[src/rtl/uart_rx_controller.sv]
`default_nettype none
// ============================================================================
// Module      : uart_rx_controller
// Description : Start-bit detection, mid-bit shift strobes, stop-bit check
//               and character-ready handshake for an oversampled UART receiver.
// Revision    : 1.0 - initial release
// ============================================================================
module uart_rx_controller #(
  parameter int OVERSAMPLE = 16,
  parameter int DATA_BITS  = 8
) (
  input  logic       sr_clk,
  input  logic       reset,
  input  logic       serial_in,
  input  logic       char_ack,
  output logic       shift_en,
  output logic [3:0] bit_index,
  output logic       busy,
  output logic       char_ready,
  output logic       frame_err,
  output logic       overrun
);

  localparam int              c_CW       = $clog2(OVERSAMPLE);
  localparam logic [c_CW-1:0] c_CNT_LAST = c_CW'(OVERSAMPLE - 1);
  localparam logic [c_CW-1:0] c_CNT_HALF = c_CW'(OVERSAMPLE / 2 - 1);
  localparam logic [c_CW-1:0] c_CNT_ONE  = c_CW'(1);
  localparam logic [3:0]      c_BIT_LAST = 4'(DATA_BITS - 1);

  typedef enum logic [2:0] {
    S_IDLE  = 3'd0,
    S_START = 3'd1,
    S_DATA  = 3'd2,
    S_STOP  = 3'd3,
    S_HOLD  = 3'd4
  } state_t;

  state_t          r_state;
  logic [c_CW-1:0] r_cnt;
  logic [3:0]      r_bit_idx;
  logic            r_char_ready;
  logic            r_frame_err;
  logic            r_overrun;
  logic            w_cnt_last;

  assign w_cnt_last = (r_cnt == c_CNT_LAST);

  always_ff @(posedge sr_clk) begin
    if (reset) begin
      r_state      <= S_IDLE;
      r_cnt        <= '0;
      r_bit_idx    <= '0;
      r_char_ready <= 1'b0;
      r_frame_err  <= 1'b0;
      r_overrun    <= 1'b0;
    end else begin
      case (r_state)
        S_IDLE: begin
          if (!serial_in) begin
            r_state <= S_START;
            r_cnt   <= '0;
          end
        end
        // Re-sample at the middle of the start bit to reject glitches.
        S_START: begin
          if (r_cnt == c_CNT_HALF) begin
            r_cnt <= '0;
            if (!serial_in) begin
              r_state   <= S_DATA;
              r_bit_idx <= '0;
            end else begin
              r_state <= S_IDLE;
            end
          end else begin
            r_cnt <= r_cnt + c_CNT_ONE;
          end
        end
        S_DATA: begin
          r_cnt <= r_cnt + c_CNT_ONE;
          if (w_cnt_last) begin
            r_bit_idx <= r_bit_idx + 4'd1;
            if (r_bit_idx == c_BIT_LAST) begin
              r_state <= S_STOP;
              r_cnt   <= '0;
            end
          end
        end
        S_STOP: begin
          r_cnt <= r_cnt + c_CNT_ONE;
          if (w_cnt_last) begin
            r_state      <= S_HOLD;
            r_char_ready <= serial_in;
            r_frame_err  <= !serial_in;
          end
        end
        S_HOLD: begin
          if (char_ack) begin
            r_state      <= S_IDLE;
            r_bit_idx    <= '0;
            r_char_ready <= 1'b0;
            r_frame_err  <= 1'b0;
            r_overrun    <= 1'b0;
          end else if (!serial_in) begin
            r_overrun <= 1'b1;
          end
        end
        default: r_state <= S_IDLE;
      endcase
    end
  end

  assign shift_en   = (r_state == S_DATA) && w_cnt_last;
  assign busy       = (r_state != S_IDLE);
  assign bit_index  = r_bit_idx;
  assign char_ready = r_char_ready;
  assign frame_err  = r_frame_err;
  assign overrun    = r_overrun;

endmodule
`default_nettype wire

[config.mk]
export PLATFORM = sky130hd
export DESIGN_NAME = uart_rx_controller
export DESIGN_NICKNAME = d
export VERILOG_FILES = /design/src/rtl/uart_rx_controller.sv
export SDC_FILE = /design/constraint.sdc
export NUM_CORES = 1
export LEC_CHECK = 0
export CORE_ASPECT_RATIO = 1.1
export CORE_UTILIZATION = 50
export DETAILED_ROUTE_END_ITERATION = 7
export GPL_TIMING_DRIVEN = 1
export PLACE_DENSITY = 0.84
export SLEW_MARGIN = 15
export SYNTH_ARGS = -nofsm -noshare
export SYNTH_HDL_FRONTEND = slang
export SYNTH_SLANG_ARGS = --single-unit
[constraint.sdc]
create_clock -name sr_clk -period 2.29 [get_ports sr_clk]
set_clock_uncertainty 0.2 [all_clocks]
set_input_delay 0.3435 -clock sr_clk [delete_from_list [all_inputs] [get_ports sr_clk]]
set_output_delay 0.3435 -clock sr_clk [all_outputs]
set_load 0.05 [all_outputs]
==> flow_summary.ini <==
[run]
drv_cap = 0

[worst_setup_path]
worstPathArrival_ns = 1.64
reg2reg_setup_slack_ns = 0.33
crit_path_end_kind = primary output
path_cells = ha_1 > and3_1 > and3_1 > buf_12
path_class = reg2out
worstPathRequired_ns = 1.75
cp_slowest_cell = dfxtp_1
slowest_delay_ns = 0.38
path_buf_inv = 1
crit_family = simple AND/OR/NAND/NOR gates
setup.worst_path.start_class = register
path_common_cell = and3_1
crit_fanout = 5

[timing]
worstMarginPinSlew_ns = 0.524
timing.hold.ws_ns = 0.267
slew_headroom_pct = 65.0
finalMaxSlewViolations = 0
period_share_pct = 95.5
final_hold_viol_count = 0
fmax_mhz = 457
period_minus_slack_ns = 2.19
tns_ns = 0
grt_setup_unrepaired = false
setup_viol = 0

[floorplanning]
core-area_um2 = 1440
die_w_um = 40.3
ioPinCount = 13
die-area_um2 = 1780
rows = 14
start_util_pct = 56.3
die_h_um = 44.2

[cts]
postCtsSetupRepairBufs = 0
clockBufferDepth = 2
cts.hold.buffers_added = 0
clock-sinks = 14
clk_latency_ns = 0.27
cts_root_buffer = clkbuf_4
cts_tree = built
cts_resized = 0
cts_buffers = 3
htree_levels = 1
clkTransAtPathRegs_ns = 0.09

[yosys]
ys_ff_latch = 14
synth-simple-area-share_pct = 32.4
synth_top_family_by_area = simple AND/OR/NAND/NOR gates
synth_top_area_cell = dfxtp_1
synth_edf_count = 0
syn_nets = 100
synth.yosys.warnings = 0
syn_inst = 94
synth-compound-area-share_pct = 24.0
synth_fa_ha_area_share_pct = 3.10
synthMuxAreaShare_pct = 1.24
yosys.area_share.xor_xnor_pct = 0
syn_area_per_cell_um2 = 8.60
synthDistinctLibCells = 39
ys_async_sr_fraction_pct = 0
netlist_top_cells_area = dfxtp_1 35%, a21oi_1 5.0%, nand3_1 3.7%
synth_top_area_share_pct = 34.7
synth_ff_type = dfxtp_1
synth-seq-area-share_pct = 34.7
netlist_area_um2 = 808

[cells_and_area]
final_cell_mix = 14 x dfxtp_1, 10 x clkdlybuf4s50_1, 8 x a21oi_1, 6 x nand3_1, 6 x nand2_1
mostFrequentLayoutCell = dfxtp_1
nFillCells = 129
n_antenna_cell = 0
nNetsFinal = 114
drive_gt1_share_pct = 12.3
areaGrowthSynthToFinish_pct = 19.2

[placement]
hpwl_mm = 1.31
place.port_buffers = 12
place_congestion = 0.782

[power_and_ir_drop]
p_leak_nw = 0.326
irDropWorstVdd_mv = 0.321
p_per_area_nw_per_um2 = 501

[global_routing]
antenna_found_initial = 0
grt_use_total_pct = 21.4
grt-ovfl-total = 0
grt_pass1_wl_mm = 2.71
grt_max_degree = 18
grt_pass1_vias = 631

[run_status]
status = complete, no violations

[detailed_routing]
vias = 790
first_pass_iters = 2
wirelength_mm = 1.76
drc = 0
avgRoutedWirePerCell_um = 14.4
drt-initial-drc-count = 12
final_antenna_net_count = 0
vias_per_cell = 6.48

[worst_hold_path]
hold_path.class = reg2reg
[cell usage after synthesis, types with 2 or more instances]
library cell / count
dfxtp_1: 14
a21oi_1: 8
nand2_1: 6
nand3_1: 6
nor2_1: 5
a31oi_1: 4
a311oi_1: 3
buf_2: 3
nand3b_1: 3
nor3_1: 3
o21ai_0: 3
a2bb2oi_1: 2
a41oi_1: 2
and3_1: 2
ha_1: 2
inv_1: 2
o31ai_1: 2
or3_1: 2
or4_1: 2
[where the power goes]
| group | leakage (nW) | internal [mW] | total [mW] | switching, mW |
|---|---|---|---|---|
| clock network | 0.0138 | 0.0608 | 0.138 | 0.0776 |
| logic | 0.199 | 0.0341 | 0.0833 | 0.0492 |
| registers | 0.113 | 0.249 | 0.261 | 0.0126 |
[kinds of logic (layout without fill, tap and decap cells)]
family | count (synthesis) | after routing
buffers and inverters | 7 | 19
muxes | 1 | 1
adders and majority gates | 2 | 2
AOI/OAI and AO/OA | 28 | 28
and+or+nand+nor | 42 | 42
DFF | 14 | 14
[metal layers]
metal | wire, um | GRT usage (%)
met5 | 0 | 0
met4 | 21 | 6.00
met3 | 41 | 4.52
met2 | 811 | 34.0
met1 | 885 | 28.7
[final timing paths]
check / from / end / cells after the start
max reg2reg: r_state[2] / bit_index[1] / 4
max: r_cnt[0] / shift_en / 4
min: char_ready / char_ready / 2
min reg2reg: char_ready / char_ready / 2
[worst reg2reg max path: stages (launching register included)]
cell	delay (ns)
dfxtp_1	0.65
nor2_1	0.18
and3_4	0.23
or4_1	0.47
a31oi_1	0.16
[sequential cells by signal, summed over array words and instances (netlist names)]
name        cells
bit_index       4
r_cnt           4
r_state         3
char_ready      1
frame_err       1
overrun         1
[area by class of cell]
class | count | area [um^2] | share of cell area, %
Timing Repair Buffer | 14 | 143 | 14.8
Tap cell | 16 | 20.0 | 2.08
Multi-Input combinational cell | 73 | 490 | 50.9
Sequential cell | 14 | 280 | 29.1
Inverter | 2 | 7.51 | 0.779
Clock buffer | 3 | 22.5 | 2.34
[stage by stage]
stage	std cells	total power, mW	util [%]	setup WS [ns]	area, um^2
global placement	119	0.347	65.5	0.179	941
finish	122	0.483	67.1	0.104	963
detailed placement	119	0.350	65.5	0.128	941
floorplan	94	0.326	-	0.282	808
CTS	122	0.486	67.1	0.0991	963
global route	122	0.507	67.1	0.00307	963
No activity file was read; power rests on OpenSTA's default activity.
